==> src/rtl/operand_sequencer.sv <==
// Push-button front end for the adder: synchronizes and debounces BTN, then
// loads SW into operand A and B on alternating presses.
module operand_sequencer #(
   parameter int DEBOUNCE_CYCLES = 1000000,
   parameter int WIDTH           = 8
) (
   input  logic             CLK100MHZ,
   input  logic             reset,
   input  logic             BTN,
   input  logic [WIDTH-1:0] SW,
   output logic [WIDTH-1:0] INPUT_A,
   output logic [WIDTH-1:0] INPUT_B,
   output logic             operands_valid,
   output logic [1:0]       load_phase,
   output logic             load_strobe
);

   localparam int CNT_W = (DEBOUNCE_CYCLES > 1) ? $clog2(DEBOUNCE_CYCLES) : 1;
   localparam logic [CNT_W-1:0] CNT_MAX = CNT_W'(DEBOUNCE_CYCLES - 1);

   typedef enum logic [1:0] {
      WAIT_A = 2'b00,
      WAIT_B = 2'b01,
      SHOW   = 2'b10
   } state_t;

   state_t           state_q, state_d;
   logic             s1_q, s2_q;
   logic             deb_q, deb_d;
   logic [CNT_W-1:0] cnt_q, cnt_d;
   logic [WIDTH-1:0] a_q, a_d, b_q, b_d;
   logic             valid_q, valid_d;
   logic             strobe_q, strobe_d;
   logic             press;

   // A press is the edge on which the debounced level is about to rise.
   assign press = s2_q && !deb_q && (cnt_q == CNT_MAX);

   always_comb begin
      deb_d = deb_q;
      cnt_d = cnt_q;
      if (s2_q == deb_q) begin
         cnt_d = '0;
      end else if (cnt_q == CNT_MAX) begin
         deb_d = s2_q;
         cnt_d = '0;
      end else begin
         cnt_d = cnt_q + 1'b1;
      end
   end

   always_ff @(posedge CLK100MHZ) begin
      if (!reset) begin
         s1_q  <= 1'b0;
         s2_q  <= 1'b0;
         deb_q <= 1'b0;
         cnt_q <= '0;
      end else begin
         s1_q  <= BTN;
         s2_q  <= s1_q;
         deb_q <= deb_d;
         cnt_q <= cnt_d;
      end
   end

   always_ff @(posedge CLK100MHZ) begin
      if (!reset) state_q <= WAIT_A;
      else        state_q <= state_d;
   end

   always_comb begin
      state_d = state_q;
      if (press) begin
         case (state_q)
            WAIT_A:  state_d = WAIT_B;
            WAIT_B:  state_d = SHOW;
            SHOW:    state_d = WAIT_B;
            default: state_d = WAIT_A;
         endcase
      end
   end

   // SW is sampled raw on the capture edge; operators hold it steady while pressing.
   always_comb begin
      a_d      = a_q;
      b_d      = b_q;
      valid_d  = valid_q;
      strobe_d = press;
      if (press) begin
         case (state_q)
            WAIT_B: begin
               b_d     = SW;
               valid_d = 1'b1;
            end
            default: begin
               a_d     = SW;
               valid_d = 1'b0;
            end
         endcase
      end
   end

   always_ff @(posedge CLK100MHZ) begin
      if (!reset) begin
         a_q      <= '0;
         b_q      <= '0;
         valid_q  <= 1'b0;
         strobe_q <= 1'b0;
      end else begin
         a_q      <= a_d;
         b_q      <= b_d;
         valid_q  <= valid_d;
         strobe_q <= strobe_d;
      end
   end

   assign INPUT_A        = a_q;
   assign INPUT_B        = b_q;
   assign operands_valid = valid_q;
   assign load_phase     = state_q;
   assign load_strobe    = strobe_q;

endmodule

==> config.mk <==
export PLATFORM = sky130hd
export DESIGN_NAME = operand_sequencer
export DESIGN_NICKNAME = d
export VERILOG_FILES = /design/src/rtl/operand_sequencer.sv
export SDC_FILE = /design/constraint.sdc
export NUM_CORES = 1
export LEC_CHECK = 0
export ABC_AREA = 1
export BUFFER_PORTS_ARGS = -buffer_cell sky130_fd_sc_hd__buf_2
export CELL_PAD_IN_SITES_DETAIL_PLACEMENT = 1
export CELL_PAD_IN_SITES_GLOBAL_PLACEMENT = 1
export CORE_ASPECT_RATIO = 2
export CORE_MARGIN = 2
export CORE_UTILIZATION = 40
export CTS_CLUSTER_DIAMETER = 80
export DETAILED_ROUTE_END_ITERATION = 6
export GPL_ROUTABILITY_DRIVEN = 0
export HOLD_SLACK_MARGIN = 0.12
export PLACE_DENSITY = 0.85
export SYNTH_ARGS = -nofsm -noshare
export SYNTH_HDL_FRONTEND = slang
export SYNTH_SLANG_ARGS = --single-unit
==> constraint.sdc <==
create_clock -name CLK100MHZ -period 1.7 [get_ports CLK100MHZ]
set_input_delay 0.17 -clock CLK100MHZ [delete_from_list [all_inputs] [get_ports CLK100MHZ]]
set_output_delay 0.17 -clock CLK100MHZ [all_outputs]
set_load 0.005 [all_outputs]
## Word level (Yosys, flattened, before mapping)

Index checks and enable logic that the tools add are counted.

| word-level totals | value |
|---|---|
| flip-flop bits (word level) | 43 |
| input port bits | 11 |
| output and inout port bits | 20 |
| logic and storage cells | 28 |

| operators by class | value |
|---|---|
| $add $sub $neg | 1 |
| eq/ne operators | 4 |
| mux-type cells | 2 |
| bitwise logic cells | 3 |
| reduce and logical (&&, ||, !) cells | 9 |

Operator list:

| operator | number |
|---|---|
| $add A20 B1 Y20 const B | 1 |
| $eq A20 B20 Y1 const B | 1 |
| $reduce_and A2 Y1 | 3 |
| $pmux W2 S2 | 1 |
| $not A1 Y1 | 3 |
| $reduce_or A3 Y1 | 1 |
| $eq A2 B1 Y1 const B | 1 |
| $eq A2 B2 Y1 const B | 1 |
| $logic_and A1 B1 Y1 | 2 |
| $logic_not A2 Y1 | 1 |
| $reduce_or A2 Y1 | 1 |
| $eq A1 B1 Y1 | 1 |
| $logic_not A1 Y1 | 1 |
| $mux W1 | 1 |

## Logic depth before layout (Yosys ltp)

Gate-level depths: netlist of run 1.

| logic depth | value |
|---|---|
| depth in word-level cells | 4 |
| depth in mapped cells | 10 |
| gate-level depth less buffers | 9 |

## Worst setup path before layout of run 1

No wires, ideal clock.

| path | value |
|---|---|
| kind | reg-to-reg |
| start | reg cnt_q[0] |
| end | reg cnt_q[16] |
| setup time | 115 ps |
| arrival | 1,327 ps |
| required time | 1,585 ps |
| path slack | 258 ps |
| cell stages (with the launch flop) | 10 |
| buffers on the path | 1 |
| clock period less this slack | 1,442 ps |
| path through | dfxtp_1 ha_1 nand2_1 inv_1 nand4_1 nor2_2 nor2_1 nand2_2 buf_4 nor2_1 |

| on the way | value |
|---|---|
| longest elaborated chain between the ends | 2 |
| elaborated cells on any way between the ends | 3 |
| classes of those cells | add/sub (1); eq/ne (1); reduce/logical (1) |

Ends and longest elaborated chain:

| item | RTL line | RTL |
|---|---|---|
| start, declared | 30 | `logic [CNT_W-1:0] cnt_q, cnt_d;` |
| start signal, assigned | 62 | `cnt_q <= cnt_d;` |
| parallel branches: the longest is 2 deep, another holds $add A20 B1 Y20 | n/a |  |

Parallel ways; which one is timed is not known.
A chain may end at the register's enable or synchronous reset.

## Worst setup path in the final report of run 1

| path | value |
|---|---|
| start | reg cnt_q[1] |
| end | reg cnt_q[16] |

Same word-level chain as after synthesis.

==> reports/qor.txt, run 1 <==
Vias in the first global route: 2176
H-tree Lvls: 2
Post-Syn Area: 2143 sq um
Routed via count: 2039
Hold Crit Class: input pin to register
Final cell count without fillers: 414
Clock transition at the registers of the reported paths: 0.08 ns
Worst-margin pin slew: 0.4835 ns
Total gr overflow: 0
Slew margin rel.: 67.76%
Post-route DRC: 0
Most numerous cell in the Yosys netlist: nand2_1
Reg area: 842.1 sq um
Ys async rst share: 0%
Commonest register cell after synthesis: dfxtp_1
Total GRT Usage: 20.40%
Syn_area_per_cell: 6.719 sq um
Sequential area share after synthesis: 39.23%
CP Class: register to register
Hold Crit Start: reset
Post-route total power: 1.678 mW
Cells after Synth: 319
Fin nets: 369
Tmin final: 1.565 ns
Post-synth top area cell: dfxtp_1
Cells on worst reg2reg path: 7
Starting Density: 41.71%
Root Buffer: clkbuf_8
Worst path arrival time: 1.76 ns
CP max FO: 6
Maximum VDD drop: 0.6033 mV
Placed cells: 406
CP Launch Type: register
Setup Skew: 0.009069 ns
Max Clk Rate: 639.0 MHz
Die area: 5995 sq um
Setup crit end kind: register
YS warnings: 0
Final HPWL DP: 4474 um
Die H: 107.5 um
Core box area: 5139 sq um
Pin count of the biggest net entering global routing: 21
Synth Register Bits: 42
Multi-input gate area in the final layout: 1007 sq um
Routed WL per cell: 13.64 um
Routed vias/inst: 4.925
Commonest cells post-synth: 73 x nand2_1, 66 x inv_1, 50 x nor2_1
CTS tree: built
Worst-case clock buffer depth: 2
DR iter-0 viols: 37
Synth top area cells: dfxtp_1 39%, nand2_1 13%, inv_1 12%
Top-area cell type share of the netlist area: 39.23%
Hold Path Cell Cnt: 3
Worst reg2reg path startpoint: cnt_q[1]
Inserted Clock Buffers: 5
FP Rows: 37
Pwr dens: 674.3 nW/um^2
Hold Path Sink: load_phase[0]
Fill count: 711
Initial antenna violation count: 0
First-pass GRT wire length: 9453 um
Reg-to-reg setup timing slack: 0.13 ns
Router iterations before antenna repair: 4
Final hold viol count: 0
Post-synth EDFFs: 0
Yosys cell types: 26
WP data required: 1.89 ns
R2R Path End: cnt_q[16]
Final setup fails: 0
Status: finished clean
Max-cap violations: 0
Layout area overhead: 16.11%
Final-report max-slew violation count: 0
Clk sinks: 42
Wirelength, routed: 5646 um
Antenna diodes: 0
Final Cycle Share: 92.06%
Die W: 55.76 um
Io pins: 31
Leak pwr: 1.110 nW
Port buffer count: 30
Routed Antenna Nets: 0
Syn_nets: 332
Skew-Pair Late Insertion Delay: 0.30 ns
Share of layout cells above drive strength 1: 18.26%
-- power breakdown --
part	leakage, nW	total, mW	switching [mW]	internal [mW]
sequential	0.339	0.987	0.00168	0.986
clock	0.0438	0.623	0.347	0.276
combinational	0.727	0.0680	0.0425	0.0255
total	1.11	1.68	0.391	1.29
-- flip-flops by register name, summed over array words and instances (netlist names) --
| register | count |
|---|---|
| load_phase | 2 |
| INPUT_B | 8 |
| deb_q | 1 |
| INPUT_A | 8 |
| s2_q | 1 |
| s1_q | 1 |
| cnt_q | 20 |
| load_strobe | 1 |
-- cells by family (layout without fill, tap and decap cells) --
group	count (synthesis)	in the layout	synth area share [%]
flops	42	42	39.23
compound gates	8	8	1.926
simple gates	180	180	39.05
buf+inv	78	115	14.94
fa+ha+maj	2	2	1.167
xor+xnor	9	9	3.678
-- final cells by class --
type | instances | area share [%]
repair buffers | 38 | 9.050
flip-flops and latches | 42 | 33.84
clock inverters | 2 | 0.4022
inverters | 70 | 10.56
well taps | 58 | 2.916
clock buffers | 5 | 2.765
multi-input cells | 199 | 40.47
-- metal layers --
metal,vias to the layer above,track usage (%),wire (um)
met5,-,0,0
met4,0,12.02,264
met3,20,3.726,183
met2,41,41.75,3291
met1,937,17.20,1907
li1,1041,-,-
-- worst max-delay path, stage by stage, from the launching register on --
cell	delay, ns
dfxtp_1	0.38
ha_4	0.17
nand3_2	0.17
nor2_4	0.21
nand3_1	0.14
nor2_1	0.18
xnor2_1	0.15
nor2_1	0.06
-- through the flow --
| stage | hold WS (ns) | utilization (%) | area [sq um] | worst slack, ns | TNS, ns |
|---|---|---|---|---|---|
| floorplan | 0.2676 | - | 2143 | 0.2582 | 0 |
| global route | 0.1727 | 48.43 | 2489 | -0.002904 | -0.002904 |
| global placement | 0.3587 | 46.19 | 2374 | 0.1179 | 0 |
| finish | 0.1520 | 48.43 | 2489 | 0.1350 | 0 |
| detailed placement | 0.3742 | 46.19 | 2374 | 0.03587 | 0 |
| CTS | 0.1356 | 47.92 | 2462 | 0.01208 | 0 |
-- layout by cell type, fill, tap and decap left out, drive strengths merged --
cell	instances
dlygate4sd3	1
nand3	12
inv	70
or2	2
nand4	24
xor2	8
nand2	75
dfxtp	42
xnor2	1
o21ai	2
a31oi	1
nor3	9
clkinv	2
ha	2
a21oi	5
nor4	1
clkbuf	5
nor2	57
buf	37
-- worst max path at each step --
stage | startpoint | to | slack (ns) | cells after the start
after CTS | cnt_q[0] | INPUT_A[1] | 0.01 | 7
after detailed placement | cnt_q[0] | INPUT_A[1] | 0.04 | 7
after global routing | cnt_q[1] | load_phase[0] | -0.003 | 10
after floorplan | cnt_q[0] | cnt_q[16] | 0.26 | 9
after global placement | cnt_q[0] | cnt_q[16] | 0.12 | 7
final | cnt_q[1] | cnt_q[16] | 0.13 | 7
-- timing repair --
item / in CTS / in global routing
resized for setup: 0 / 6
hold buffers: 1 / 0
endpoints found under the hold margin: 1 / 0
buffers inserted: 0 / 0
setup endpoints to repair: 0 / 37
Note: power is estimated with default switching activity, not from simulation.
==> inputs of run 2 (changes only) <==
- ABC_AREA: 1 -> unset
- PLACE_DENSITY: 0.85 -> 0.82
==> reports/qor.txt, run 2 <==
Sequential area share after synthesis: 47.36%
Routed WL per cell: 18.23 um
First-pass GRT wire length: 8880 um
Antenna diodes: 0
Die H: 98.22 um
Initial antenna violation count: 0
Final WS setup: -0.2503 ns
Pwr dens: 659.2 nW/um^2
CP Launch Type: register
Most common cell after layout, fill and taps aside: buf_4
Die W: 51.11 um
Unrepaired setup endpoints after global routing: true
Root Buffer: clkbuf_8
Clock transition at the registers of the reported paths: 0.09 ns
Clk sinks: 42
Final core occ: 59.03%
Starting Density: 41.32%
Port buffer count: 30
Max-cap violations: 0
Maximum VDD drop: 0.6020 mV
Wirelength, routed: 5870 um
CP Class: register to register
Cells after Synth: 192
Syn_area_per_cell: 9.247 sq um
Layout area overhead: 42.85%
Yosys cell types: 36
Failing checks: negative setup slack
YS warnings: 0
Status: finished, violations left
Post-route DRC: 0
Post-synth top area cell: dfxtp_1
Routed via count: 1734
H-tree Lvls: 2
Io pins: 31
FP Rows: 34
Commonest cells post-synth: 42 x dfxtp_1, 32 x nand2_1, 18 x nor2_1
Top reg by flops: cnt_q
Final cell count without fillers: 322
Final HPWL DP: 3785 um
Total GRT Usage: 23.77%
Most numerous cell in the Yosys netlist: dfxtp_1
CP max FO: 5
Top Family by Delay on Critical Path: simple AND/OR/NAND/NOR gates
Tmin final: 1.950 ns
Vias in the first global route: 1918
Worst-case clock buffer depth: 2
CP max-delay cell: or4_4
Setup Skew: 0.01253 ns
Final hold viol count: 0
Pin count of the biggest net entering global routing: 22
Syn_nets: 205
Critical Path, Cell by Cell: or2_1 > or4_4 > nor4b_4 > buf_6 > mux2i_1
Synth top area cells: dfxtp_1 47%, mux2i_1 9.0%, nand2_1 6.8%
Die area: 5020 sq um
Slew margin rel.: 69.34%
Skew-Pair Late Insertion Delay: 0.30 ns
Max reg flops: 20
CTS tree: built
Leak pwr: 0.9640 nW
Post-Syn Area: 1775 sq um
Hold Crit Class: input pin to register
Setup crit end kind: register
Core box area: 4297 sq um
Most frequent cells in the layout: 42 x buf_4, 36 x dfxtp_1, 32 x nand2_1, 30 x buf_2, 18 x nor2_1
Ys async rst share: 0%
CP peak stage delay: 0.60 ns
Final-report max-slew violation count: 0
Inserted Clock Buffers: 5
DR iter-0 viols: 23
Total gr overflow: 0
Router iterations before antenna repair: 4
Worst-margin pin slew: 0.4535 ns
Final Cycle Share: 114.7%
Placed cells: 304
Routed vias/inst: 5.385
Post-synth EDFFs: 0
Routed Antenna Nets: 0
Top-area cell type share of the netlist area: 47.36%
Commonest register cell after synthesis: dfxtp_1
Final setup fails: 39
Share of layout cells above drive strength 1: 38.81%
Fin nets: 281
Worst path arrival time: 2.17 ns
Max Clk Rate: 512.7 MHz
Pre-CTS WS: -0.2279 ns
Synth Register Bits: 42
WP data required: 1.92 ns
WP buf/inv: 1
-- run 2: changes by cell type in the layout (fill, tap and decap cells not counted), sizes merged, moves of 10 or more --
cell,before,now
mux2i,0,16
inv,70,5
buf,37,76
nand4,24,4
nor2,57,18
xnor2,1,11
nand2,75,32
-- run 2: worst min-delay path, cell delays in order --
cell	delay, ns
buf_2	0.09
nand2_1	0.06
mux2i_1	0.07
-- run 2: metrics by stage --
step	cell area (sq um)	power (mW)	hold slack (ns)	TNS (ns)
after floorplan	1799	1.034	0.2973	-4.031
after global placement	2263	1.054	0.3826	-1.815
after detailed placement	2263	1.056	0.3832	-3.768
after CTS	2441	1.661	0.1470	-3.455
after global routing	2536	1.736	0.1503	-9.730
final	2536	1.672	0.1404	-7.650
-- run 2: cell type report --
| cell class | count | area, sq um |
|---|---|---|
| Fill cell | 491 | 1760 |
| Multi-Input combinational cell | 136 | 959.7 |
| Sequential cell | 42 | 848.3 |
| Timing Repair Buffer | 78 | 563.0 |
| Clock buffer | 5 | 68.82 |
| Tap cell | 54 | 67.56 |
| Inverter | 5 | 18.77 |
| Clock inverter | 2 | 10.01 |
-- run 2: final timing paths --
path / startpoint / end / slack (ns) / cells past startpoint
worst max-delay path: cnt_q[11] / INPUT_B[2] / -0.25 / 5
worst min register to register: INPUT_A[2] / INPUT_A[2] / 0.46 / 2
worst max register to register: cnt_q[11] / INPUT_B[2] / -0.25 / 5
worst min-delay path: SW[1] / INPUT_A[1] / 0.14 / 3
-- run 2: report_power, final --
part,switching (mW),internal [mW]
registers,0.00216,0.986
clock network,0.351,0.276
logic,0.0324,0.0243
total,0.386,1.29
-- run 2: logic make-up after synthesis --
family | count (synthesis) | synth area share [%]
adders and majority gates | 2 | 1.409
buffers and inverters | 14 | 3.946
DFF | 42 | 47.36
xor gates and xnor gates | 12 | 5.920
muxes | 16 | 9.020
AOI/OAI and AO/OA | 19 | 6.342
and+or+nand+nor | 87 | 26.00
-- run 2: timing repair --
action | CTS | global route
buffers inserted | 4 | 3
gates cloned | 1 | 2
hold buffers | 1 | 0
gates resized for setup | 13 | 6
endpoints found under the hold margin | 1 | 0
endpoints found under the setup margin | 39 | 39
pin swaps | 5 | 2
-- run 2: per-layer routing --
layer	vias up	wire length (um)	track usage, %
met2	50	3468	46.05
li1	812	-	-
met1	850	1975	20.97
met3	22	172	4.434
met5	-	0	0
met4	0	255	14.14
==> inputs of run 3 (changes only) <==
- CTS_BUF_LIST: unset -> sky130_fd_sc_hd__clkbuf_16
==> reports/qor.txt, run 3 (synthesized netlist as in run 2, its figures left out) <==
Max-cap violations: 0
Reg power frac: 50.6%
Root Buffer: clkbuf_16
Post-route cell area: 2581 sq um
Final-report max-slew violation count: 0
Final HPWL DP: 3785 um
Antenna diodes: 0
CP Class: register to register
Total GRT Usage: 24.01%
Setup crit end kind: register
Status: finished, violations left
Inserted Clock Buffers: 5
Worst-margin pin slew: 0.3571 ns
Max Clk Rate: 498.8 MHz
Io pins: 31
Die W: 51.11 um
Int Power: 1.536 mW
DR iter-0 viols: 48
Layout area overhead: 45.38%
WP data required: 1.89 ns
CP Launch Type: register
First-pass GRT wire length: 8970 um
Sw frac: 21.16%
Clock transition at the registers of the reported paths: 0.06 ns
Clk pwr share: 46.6%
Placed cells: 304
Maximum VDD drop: 0.9096 mV
Share of layout cells above drive strength 1: 40.30%
Wirelength, routed: 6457 um
Starting Density: 41.32%
Leak pwr: 0.9841 nW
Worst path arrival time: 2.20 ns
Core box area: 4297 sq um
Pin count of the biggest net entering global routing: 22
Final WS setup: -0.3047 ns
Unrepaired setup endpoints after global routing: true
Most frequent cells in the layout: 42 x buf_4, 32 x dfxtp_1, 32 x nand2_1, 30 x buf_2, 18 x nor2_1
Top reg by flops: cnt_q
Tmin final: 2.005 ns
Failing checks: negative setup slack
CP max FO: 8
CTS tree: built
Final setup fails: 39
Pwr dens: 754.8 nW/um^2
Die area: 5020 sq um
Routed Antenna Nets: 0
Setup Skew: 0.005281 ns
Worst-case clock buffer depth: 2
Final Cycle Share: 117.9%
H-tree Lvls: 2
Routed via count: 1743
Clk sinks: 42
Final hold viol count: 0
Hold Crit Class: input pin to register
Vias in the first global route: 1910
DP Area: 2263 sq um
Die H: 98.22 um
Post-route DRC: 0
Most common cell after layout, fill and taps aside: buf_4
FP Rows: 34
Final cell count without fillers: 322
Fin nets: 281
Routed vias/inst: 5.413
Port buffer count: 30
Initial antenna violation count: 0
Max reg flops: 20
Total gr overflow: 0
Slew margin rel.: 75.86%
Router iterations before antenna repair: 4
Psw: 412.2 uW
Comb pwr share: 2.8%
Routed WL per cell: 20.05 um
Skew-Pair Late Insertion Delay: 0.29 ns
==> run 3: cell types whose count changed in the layout (fill, tap and decap cells not counted), sizes merged <==
cell and change:
buf +1, clkbuf -1
==> run 3: per-stage QoR <==
step,utilization [%],power [mW],hold WS [ns],setup TNS (ns),setup WS (ns)
2_1_floorplan,-,1.034,0.2973,-4.031,-0.1858
3_3_place_gp,52.68,1.054,0.3826,-1.815,-0.1386
3_5_place_dp,52.68,1.056,0.3832,-3.768,-0.2279
4_1_cts,57.63,1.955,0.1650,-3.393,-0.1839
5_1_grt,60.08,2.010,0.2001,-9.857,-0.3394
6_report,60.08,1.948,0.1720,-7.858,-0.3047
==> run 3: cell type report <==
| cell class | instances | area (sq um) |
|---|---|---|
| Clock buffer | 5 | 125.1 |
| Clock inverter | 2 | 10.01 |
| Fill cell | 498 | 1715 |
| Inverter | 5 | 18.77 |
| Multi-Input combinational cell | 136 | 952.2 |
| Sequential cell | 42 | 858.3 |
| Tap cell | 54 | 67.56 |
| Timing Repair Buffer | 78 | 549.3 |
==> run 3: timing repair <==
action                                  CTS  global route
pin swaps                                 4             8
resized for setup                        12            15
cloned                                    1             0
endpoints found under the hold margin     1             0
hold buffers                              1             0
setup buffers                             2             8
endpoints found under the setup margin   39            39
==> run 3: worst paths after layout <==
kind                  from          to  slack, ns  depth (start not counted)
setup reg to reg  cnt_q[0]  INPUT_A[1]      -0.30                          7
hold / removal       SW[4]  INPUT_B[4]       0.17                          3
hold reg to reg       s1_q        s2_q       0.44                          1
setup / recovery  cnt_q[0]  INPUT_A[1]      -0.30                          7
==> run 3: per-layer routing <==
layer	GRT usage (%)	wire [um]
met1	21.14	2268
met2	47.05	3699
met3	3.670	192
met4	14.35	297
met5	0	0
==> run 3: power by group through the flow <==
stage                     clock [mW]  combinational [mW]  sequential, mW
final                          0.908              0.0537           0.986
after CTS                      0.918              0.0475           0.989
after global routing           0.966              0.0580           0.986
after detailed placement           0              0.0449            1.01
after global placement             0              0.0434            1.01
after floorplan                    0              0.0237            1.01
==> run 3: worst max-delay path: stages (launching register included) <==
cell     delay [ns]
dfxtp_4        0.36
ha_4           0.15
nand3_4        0.06
or4_4          0.60
buf_4          0.17
nor3_4         0.15
buf_12         0.16
mux2i_1        0.24
